==> src/rtl/seg7_scan_driver.sv <==
// Time-multiplexed hex driver for a bank of common-anode 7-segment digits.
// The displayed image is swapped only at frame boundaries, so a frame never mixes old and new data.
module seg7_scan_driver #(
  parameter int unsigned DIGITS       = 8,
  parameter int unsigned REFRESH_DIV  = 100000,
  parameter int unsigned BLANK_CYCLES = 16
) (
  input  logic                  clk_i,
  input  logic                  rstn_i,
  input  logic [4*DIGITS-1:0]   data_i,
  input  logic [DIGITS-1:0]     dots_i,
  input  logic [DIGITS-1:0]     digit_en_i,
  input  logic                  lzb_i,
  input  logic                  overload_i,
  input  logic                  load_i,
  output logic [DIGITS-1:0]     an_o,
  output logic [6:0]            seg_o,
  output logic                  dp_o,
  output logic                  frame_o
);

  localparam int unsigned CNT_W = (REFRESH_DIV > 1) ? $clog2(REFRESH_DIV) : 1;
  localparam int unsigned IDX_W = (DIGITS > 1) ? $clog2(DIGITS) : 1;
  localparam logic [CNT_W-1:0] CNT_LAST  = CNT_W'(REFRESH_DIV - 1);
  localparam logic [CNT_W-1:0] CNT_BLANK = CNT_W'(BLANK_CYCLES);
  localparam logic [IDX_W-1:0] IDX_LAST  = IDX_W'(DIGITS - 1);
  localparam logic [6:0]       SEG_OFF   = 7'h7F;
  localparam logic [6:0]       SEG_E     = 7'b0000110;

  // Active-low gfedcba hex glyphs
  function automatic logic [6:0] hex_to_seg(input logic [3:0] nib);
    logic [6:0] s;
    case (nib)
      4'h0: s = 7'b1000000;
      4'h1: s = 7'b1111001;
      4'h2: s = 7'b0100100;
      4'h3: s = 7'b0110000;
      4'h4: s = 7'b0011001;
      4'h5: s = 7'b0010010;
      4'h6: s = 7'b0000010;
      4'h7: s = 7'b1111000;
      4'h8: s = 7'b0000000;
      4'h9: s = 7'b0010000;
      4'hA: s = 7'b0001000;
      4'hB: s = 7'b0000011;
      4'hC: s = 7'b1000110;
      4'hD: s = 7'b0100001;
      4'hE: s = 7'b0000110;
      default: s = 7'b0001110;
    endcase
    return s;
  endfunction

  logic [CNT_W-1:0]        div_cnt;
  logic [IDX_W-1:0]        idx;
  logic [DIGITS-1:0][3:0]  pend_nib;
  logic [DIGITS-1:0][3:0]  act_nib;
  logic [DIGITS-1:0]       pend_dots;
  logic [DIGITS-1:0]       act_dots;
  logic                    pend_ovl;
  logic                    act_ovl;

  logic                    slot_end;
  logic                    frame_end;
  logic                    in_blank;
  logic [DIGITS-1:0]       lead_blank;
  logic                    lzb_run;
  logic [DIGITS-1:0]       an_nxt;
  logic [6:0]              seg_nxt;
  logic                    dp_nxt;

  assign slot_end  = (div_cnt == CNT_LAST);
  assign frame_end = slot_end && (idx == IDX_LAST);
  assign in_blank  = (div_cnt < CNT_BLANK);

  // lead_blank[k]: every digit from the top down to k is disabled or zero
  always_comb begin
    lead_blank = '0;
    lzb_run    = 1'b1;
    for (int i = int'(DIGITS) - 1; i >= 0; i--) begin
      lzb_run       = lzb_run & (~digit_en_i[i] | (act_nib[i] == 4'h0));
      lead_blank[i] = lzb_run;
    end
  end

  // Next-cycle anode/segment/dp values for the current slot
  always_comb begin
    an_nxt  = '1;
    seg_nxt = SEG_OFF;
    dp_nxt  = 1'b1;
    if (!in_blank && digit_en_i[idx]) begin
      an_nxt[idx] = 1'b0;
      if (act_ovl) begin
        seg_nxt = (idx == '0) ? SEG_E : SEG_OFF;
      end else begin
        if (lzb_i && (idx != '0) && lead_blank[idx]) begin
          seg_nxt = SEG_OFF;
        end else begin
          seg_nxt = hex_to_seg(act_nib[idx]);
        end
        dp_nxt = ~act_dots[idx];
      end
    end
  end

  always_ff @(posedge clk_i) begin
    if (!rstn_i) begin
      div_cnt   <= '0;
      idx       <= '0;
      pend_nib  <= '0;
      act_nib   <= '0;
      pend_dots <= '0;
      act_dots  <= '0;
      pend_ovl  <= 1'b0;
      act_ovl   <= 1'b0;
      an_o      <= '1;
      seg_o     <= SEG_OFF;
      dp_o      <= 1'b1;
      frame_o   <= 1'b0;
    end else begin
      div_cnt <= slot_end ? '0 : div_cnt + CNT_W'(1);
      if (slot_end) begin
        idx <= (idx == IDX_LAST) ? '0 : idx + IDX_W'(1);
      end
      if (load_i) begin
        pend_nib  <= data_i;
        pend_dots <= dots_i;
        pend_ovl  <= overload_i;
      end
      // A strobe coinciding with the boundary goes straight to the display
      if (frame_end) begin
        act_nib  <= load_i ? data_i     : pend_nib;
        act_dots <= load_i ? dots_i     : pend_dots;
        act_ovl  <= load_i ? overload_i : pend_ovl;
      end
      an_o    <= an_nxt;
      seg_o   <= seg_nxt;
      dp_o    <= dp_nxt;
      frame_o <= frame_end;
    end
  end

endmodule

==> config.mk <==
export PLATFORM = sky130hd
export DESIGN_NAME = seg7_scan_driver
export DESIGN_NICKNAME = d
export VERILOG_FILES = /design/src/rtl/seg7_scan_driver.sv
export SDC_FILE = /design/constraint.sdc
export NUM_CORES = 1
export LEC_CHECK = 0
export CAP_MARGIN = 20
export CORE_ASPECT_RATIO = 1.75
export CORE_MARGIN = 10
export CORE_UTILIZATION = 42
export CTS_CLUSTER_DIAMETER = 80
export DETAILED_ROUTE_END_ITERATION = 8
export PLACE_DENSITY = 0.66
export SYNTH_ARGS = -nofsm -noshare
export SYNTH_HDL_FRONTEND = slang
export SYNTH_SLANG_ARGS = --single-unit
export TNS_END_PERCENT = 5
==> constraint.sdc <==
create_clock -name clk_i -period 6.4 [get_ports clk_i]
set_input_delay 1.28 -clock clk_i [delete_from_list [all_inputs] [get_ports clk_i]]
set_output_delay 1.28 -clock clk_i [all_outputs]
set_load 0.005 [all_outputs]
==> results of run 1 <==
-- final cells by class --
class | count | area (µm²) | area share [%]
multi-input cells | 360 | 2484 | 38.66
flip-flops and latches | 119 | 2382 | 37.09
repair buffers | 74 | 730.7 | 11.38
clock buffers | 21 | 470.5 | 7.324
well taps | 135 | 168.9 | 2.630
clock inverters | 10 | 150.1 | 2.337
inverters | 10 | 37.54 | 0.5843
-- tightest hold or removal path, stage by stage, from the launching register on --
cell and delay (ns):
dfxtp_1 0.32, nand2_1 0.04, o21ai_0 0.06
-- worst paths after layout --
check | start | end | slack [ns] | cells past startpoint
setup / recovery | idx[1] | seg_o[3] | 3.42 | 10
hold / removal | act_dots[6] | act_dots[6] | 0.46 | 2
setup reg to reg | idx[1] | seg_o[3] | 3.42 | 10
hold reg to reg | act_dots[6] | act_dots[6] | 0.46 | 2
-- cell families (layout without fill, tap and decap cells) --
| kind of cell | after synthesis | in the layout | share of synthesized area, % |
|---|---|---|---|
| multiplexers | 57 | 57 | 12.64 |
| XOR/XNOR | 16 | 16 | 2.781 |
| buffers and inverters | 40 | 115 | 3.525 |
| adder cells (fa/ha/maj) | 10 | 10 | 2.483 |
| AND/OR/NAND/NOR | 189 | 189 | 19.22 |
| flip-flops | 119 | 119 | 47.27 |
| AO/OA/AOI/OAI | 88 | 88 | 12.09 |
-- synthesized netlist by cell type (3+ instances only) --
library cell  count  area share [%]
o21ai_1           4            0.40
mux2_2            3            0.67
nor2b_1          45             5.6
nand2b_1          7            0.87
and3_1            3            0.37
nand2_1          63             4.7
inv_1            10            0.74
mux2i_1          49             9.7
ha_1             10             2.5
nor4_1            3            0.37
xor2_1            9             1.6
o21ai_0          38             3.8
a21o_1            4            0.60
nor2_1           28             2.1
o22ai_1           6            0.74
nand3b_1          3            0.45
buf_2             7            0.70
nand4_1           3            0.37
nor3_1            3            0.30
xnor2_1           7             1.2
o41ai_1           6             1.0
clkbuf_1         19             1.4
dfxtp_1         119              47
nand3_1          17             1.7
o221ai_1          3            0.52
-- power breakdown --
group | total, µW | switching (µW) | internal, µW
combinational | 90.3 | 39.4 | 51.0
clock | 985 | 311 | 675
sequential | 764 | 5.49 | 759
-- state kept, by name, summed over array words and instances, names as in the netlist --
name	flops
act_nib	32
act_dots	8
act_ovl	1
idx	3
pend_nib	32
pend_ovl	1
dp_o	1
an_o	8
div_cnt	17
seg_o	7
frame_o	1
pend_dots	8
-- routing by layer --
metal	share of wire, %	vias up	GRT usage (%)
met2	54	96	25.95
met4	3.5	0	8.640
li1	-	1944	-
met1	38	1833	15.25
met5	0	-	0
met3	5.0	34	4.686
-- per-stage QoR --
step           total power (µW)  area (µm²)
2_1_floorplan             823.9        5040
3_3_place_gp              869.3        5788
3_5_place_dp              871.2        5803
4_1_cts                    1859        6424
5_1_grt                    1904        6424
6_report                   1840        6424
-- cells in the final DEF, fill, tap and decap left out, types with 17 or more instances in the layout --
master and count:
o21ai_0 38, clkbuf_16 17, dfxtp_1 119, nand3_1 17
clkdlybuf4s50_1 68, nand2_1 63, nor2_1 28, mux2i_1 49
nor2b_1 45
==> results.md, run 1 <==
* Status: finished clean
* Yosys Warn Count at 0
* Dpl hpwl at 9101 µm
* Clock slew at reported path FFs at 0.05 ns
* Final min period at 2.984 ns
* Lkg Pwr at 0.002482 µW
* Vias at 3,907
* Worst min path class: flop to flop
* Layout net count at 645
* Final Max Slew Viols at 0
* Endpoints failing setup at 0
* Cell Area, Synth at 5040 µm²
* Initial antenna violation count at 0
* TritonRoute pass-1 iters at 5
* Global placer's final weighted congestion at 0.9113
* Routed vias/inst at 5.359
* Final Hold Vio Count at 0
* IO buf count at 69
* Routed wire length at 12,140 µm
* Critical path buffers and inverters at 1
* Peak VDD IR at 222.9 µV
* CP arrival at 3.28 ns
* Die span in y at 164.9 µm
* Clk_lat worst skew at 0.41 ns
* Tot GR Track Use at 14.93%
* Critical-path cell list: or2_1, o21ai_0, nand2_1, o2111a_1, inv_1, ha_1, and2b_1, a22oi_1, nand3_1, a21o_1
* CP Launch Type: flop
* Top-Level Pins at 70
* Synth unique cells at 65
* Mapped Cells at 519
* Slowest CP cell: dfxtp_1
* Worst Path Max Fanout at 24
* CP Data Required Time at 6.69 ns
* Starting Density at 43.27%
* FFs w/ async S/R, synth at 0%
* Die area at 16,950 µm²
* F_max at 0.3351 GHz
* Row count at 52
* First-pass GRT wire length at 19,750 µm
* Per-cell routed wire length at 16.65 µm
* Avg Synthesized Cell Area at 9.711 µm²
* Power Dens Cells at 286.4 nW/µm²
* Syn-to-layout area delta at 27.46%
* Clock tree buffer depth at 2
* WS Path Type: flop to flop
* Synthesized net count at 582
* Setup bufs post-CTS at 0
* Final global-route overflow total at 0
* Final core occ at 55.16%
* H-tree depth at 4
* Setup Skew at 0.01383 ns
* CTS tree: done
* DRC viols at 0
* Final cycle utilization of the critical path at 46.63%
* Non-Filler Instances at 729
* Post-synthesis sequential area ratio at 47.27%
* Slew headroom at 33.96%
* Hold_buf cts at 0
* Final setup margin at 3.416 ns
* Vias in the first global route at 3,983
* Final ANT Viol Nets at 0
* Max-cap viol count at 0
* Worst hold margin at 0.4575 ns
* Filler Cell Count at 1,051
* Number of diodes at 0
* Post-synth EDFFs at 0
* Core ar. at 11,650 µm²
* Cell family with most CP delay: flip-flops
* Pin count of the biggest net entering global routing at 49
* PostCTS Resize Cnt at 0
* Setup TNS Final at 0 ns
* Register bit count reported by yosys at 119
* CTS Sinks at 119
* Clock Root Buffer: clkbuf_16
* Tightest Pin Transition at 0.9893 ns
* Prevailing post-synth register cell: dfxtp_1
* Slowest Stage Delay on Critical Path at 0.96 ns
* Die X at 102.8 µm
* Share of cells above drive strength 1 at 8.418%
* CTS buffer count at 17
* Unrepaired setup endpoints after global routing: false
* Placed Cells at 698
* Post-place setup slack at 3.149 ns
* Crit end category: flop
* DRT iter0 DRCs at 127
No activity file was read; power rests on OpenSTA's default activity.
==> run 2: changes to the inputs <==
--- a/config.mk
+++ b/config.mk
@@ -11,7 +11,7 @@
 export CORE_UTILIZATION = 42
 export CTS_CLUSTER_DIAMETER = 80
 export DETAILED_ROUTE_END_ITERATION = 8
-export PLACE_DENSITY = 0.66
+export PLACE_DENSITY = 0.68
 export SYNTH_ARGS = -nofsm -noshare
 export SYNTH_HDL_FRONTEND = slang
 export SYNTH_SLANG_ARGS = --single-unit
==> constraint.sdc (replaced) <==
create_clock -name clk_i -period 2.5 [get_ports clk_i]
set_input_delay 0.5 -clock clk_i [delete_from_list [all_inputs] [get_ports clk_i]]
set_output_delay 0.5 -clock clk_i [all_outputs]
set_load 0.005 [all_outputs]
==> results.md, run 2 (synthesized netlist as in run 1, its figures left out) <==
* Status: finished clean
* First-pass GRT wire length at 20,630 µm (+4.5%)
* Top-Level Pins at 70 (unchanged)
* WS Path Type: flop to flop
* Critical R2R Launch: idx[0]
* Routed vias/inst at 5.456 (+1.8%)
* Switch Pwr at 924.3 µW (+160%)
* Sw Share at 20.26% (+0.94 points)
* Peak VDD IR at 518.3 µV (+130%)
* Tightest Pin Transition at 0.6046 ns (-0.3847 ns)
* Layout net count at 658 (+2.0%)
* CP Data Required Time at 2.80 ns (-3.89 ns)
* Final global-route overflow total at 0 (unchanged)
* CTS Sinks at 119 (unchanged)
* Final core occ at 55.79% (+0.63 points)
* Die area at 16,950 µm² (unchanged)
* Pin count of the biggest net entering global routing at 40 (-18%)
* Setup Skew at 0.009187 ns (-0.004644 ns)
* Setup TNS Final at 0 ns (unchanged)
* Tot GR Track Use at 15.66% (+0.73 points)
* Final min period at 2.294 ns (-0.6903 ns)
* Placed Cells at 711 (+1.9%)
* Clock power frac at 52.0% (-1.5 points)
* Core ar. at 11,650 µm² (unchanged)
* Non-Filler Instances at 743 (+1.9%)
* Slowest Stage Delay on Critical Path at 0.55 ns (-0.41 ns)
* Final cycle utilization of the critical path at 91.76% (+45 points)
* Die X at 102.8 µm (unchanged)
* Clk_lat worst skew at 0.41 ns (about the same)
* Share of cells above drive strength 1 at 10.36% (+1.9 points)
* Starting Density at 43.27% (unchanged)
* Max-cap viol count at 0 (unchanged)
* F_max at 0.4359 GHz (+30%)
* Lkg Pwr at 0.002521 µW (+1.6%)
* Regs by FF count: act_nib (32), pend_nib (32), div_cnt (17)
* Worst Path Max Fanout at 5 (-79%)
* IO buf count at 69 (unchanged)
* CTS tree: done
* Number of diodes at 0 (unchanged)
* Power Dens Cells at 702.3 nW/µm² (+150%)
* Per-cell routed wire length at 17.23 µm (+3.5%)
* Commonest non-fill, non-tap cell in the layout: dfxtp_1
* Die span in y at 164.9 µm (unchanged)
* Internal power at 3639 µW (+150%)
* HP Start: act_dots[5]
* Final Max Slew Viols at 0 (unchanged)
* Slowest CP cell: mux4_1
* Routed wire length at 12,800 µm (+5.5%)
* Sequential power share at 42.9% (+1.4 points)
* CP Launch Point: idx[0]
* Endpoints failing setup at 0 (unchanged)
* Clock slew at reported path FFs at 0.05 ns (about the same)
* Dpl hpwl at 9700 µm (+6.6%)
* Post-place setup slack at 0.1699 ns (-2.979 ns)
* Syn-to-layout area delta at 28.92%
* CP arrival at 2.60 ns (-0.68 ns)
* Critical path buffers and inverters at 1 (unchanged)
* Clock Root Buffer: clkbuf_16
* Vias at 4,054 (+3.8%)
* CP Launch Type: flop
* DRT iter0 DRCs at 175 (+38%)
* Commonest non-fill, non-tap cells in the layout: dfxtp_1 (118), clkdlybuf4s50_1 (68), nand2_1 (63), mux2i_1 (49), nor2b_1 (45)
* DRC viols at 0 (unchanged)
* CP dominant cell by count: o221ai_1
* Slew headroom at 59.70% (+26 points)
* PostCTS Resize Cnt at 0 (unchanged)
* Critical-path cell list: mux4_1, mux2_2, inv_1, ha_1, o221ai_1, o221ai_1, nand3_1, a21o_1
* TritonRoute pass-1 iters at 4 (-1)
* Unrepaired setup endpoints after global routing: false
* Final Hold Vio Count at 0 (unchanged)
* Gate power share at 5.1% (+0.2 points)
* CTS buffer count at 17 (unchanged)
* Final setup margin at 0.2059 ns (-3.210 ns)
* Row count at 52 (unchanged)
* Global placer's final weighted congestion at 0.9090 (-0.25%)
* H-tree depth at 4 (unchanged)
* Worst min path class: flop to flop
* Vias in the first global route at 4,188 (+5.1%)
* Final ANT Viol Nets at 0 (unchanged)
* Crit end category: flop
* Initial antenna violation count at 0 (unchanged)
* Clock tree buffer depth at 2 (unchanged)
* Cell family with most CP delay: multiplexers
* Hold_buf cts at 0 (unchanged)
* Setup bufs post-CTS at 0 (unchanged)
run 2: cell types whose count changed in the layout (fill, tap and decap cells not counted), sizes merged:
| cell | before | now |
|---|---|---|
| buf | 6 | 19 |
| clkbuf | 21 | 24 |
| bufinv | 4 | 2 |
| clkinv | 6 | 4 |
| clkinvlp | 0 | 2 |
run 2: through the flow:
stage / total power, µW / instance area (µm²) / hold slack [ns]
4_1_cts: 4608 / 6492 / 0.4605
2_1_floorplan: 2109 / 5040 / 0.4163
3_3_place_gp: 2227 / 5906 / 0.4329
5_1_grt: 4716 / 6497 / 0.4972
6_report: 4563 / 6497 / 0.4523
3_5_place_dp: 2233 / 5906 / 0.4470
run 2: layout make-up:
type	count	area, µm²
clock inverters	8	95.09
fillers	1059	5149
multi-input cells	360	2484
flip-flops and latches	119	2384
well taps	135	168.9
repair buffers	87	837.1
inverters	10	37.54
clock buffers	24	491.7
run 2: worst register-to-register path, cell delays in order (launching register included):
cell      delay, ns
dfxtp_2        0.38
mux4_1         0.55
mux2_2         0.34
inv_1          0.09
ha_1           0.16
o221ai_1       0.13
o221ai_1       0.23
nand3_1        0.11
a21o_1         0.20
run 2: routing by layer:
layer | global-route usage [%] | up-vias | wire, µm | share of wire, %
met4 | 9.911 | 0 | 582 | 4.5
met3 | 4.184 | 34 | 621 | 4.9
met2 | 27.44 | 119 | 6698 | 52
met5 | 0 | - | 0 | 0
li1 | - | 1977 | - | -
met1 | 15.90 | 1924 | 4897 | 38
run 2: power groups by stage:
stage | clock [µW] | combinational [µW] | sequential (µW)
4_1_cts | 2410 | 239 | 1960
5_1_grt | 2500 | 258 | 1960
2_1_floorplan | 0 | 118 | 1990
3_5_place_dp | 0 | 238 | 2000
6_report | 2370 | 235 | 1960
3_3_place_gp | 0 | 233 | 1990
run 2: final timing paths:
| path | end | slack (ns) | depth (start not counted) |
|---|---|---|---|
| hold reg to reg | act_dots[5] | 0.45 | 2 |
| hold / removal | act_dots[5] | 0.45 | 2 |
| setup / recovery | seg_o[3] | 0.21 | 8 |
| setup reg to reg | seg_o[3] | 0.21 | 8 |
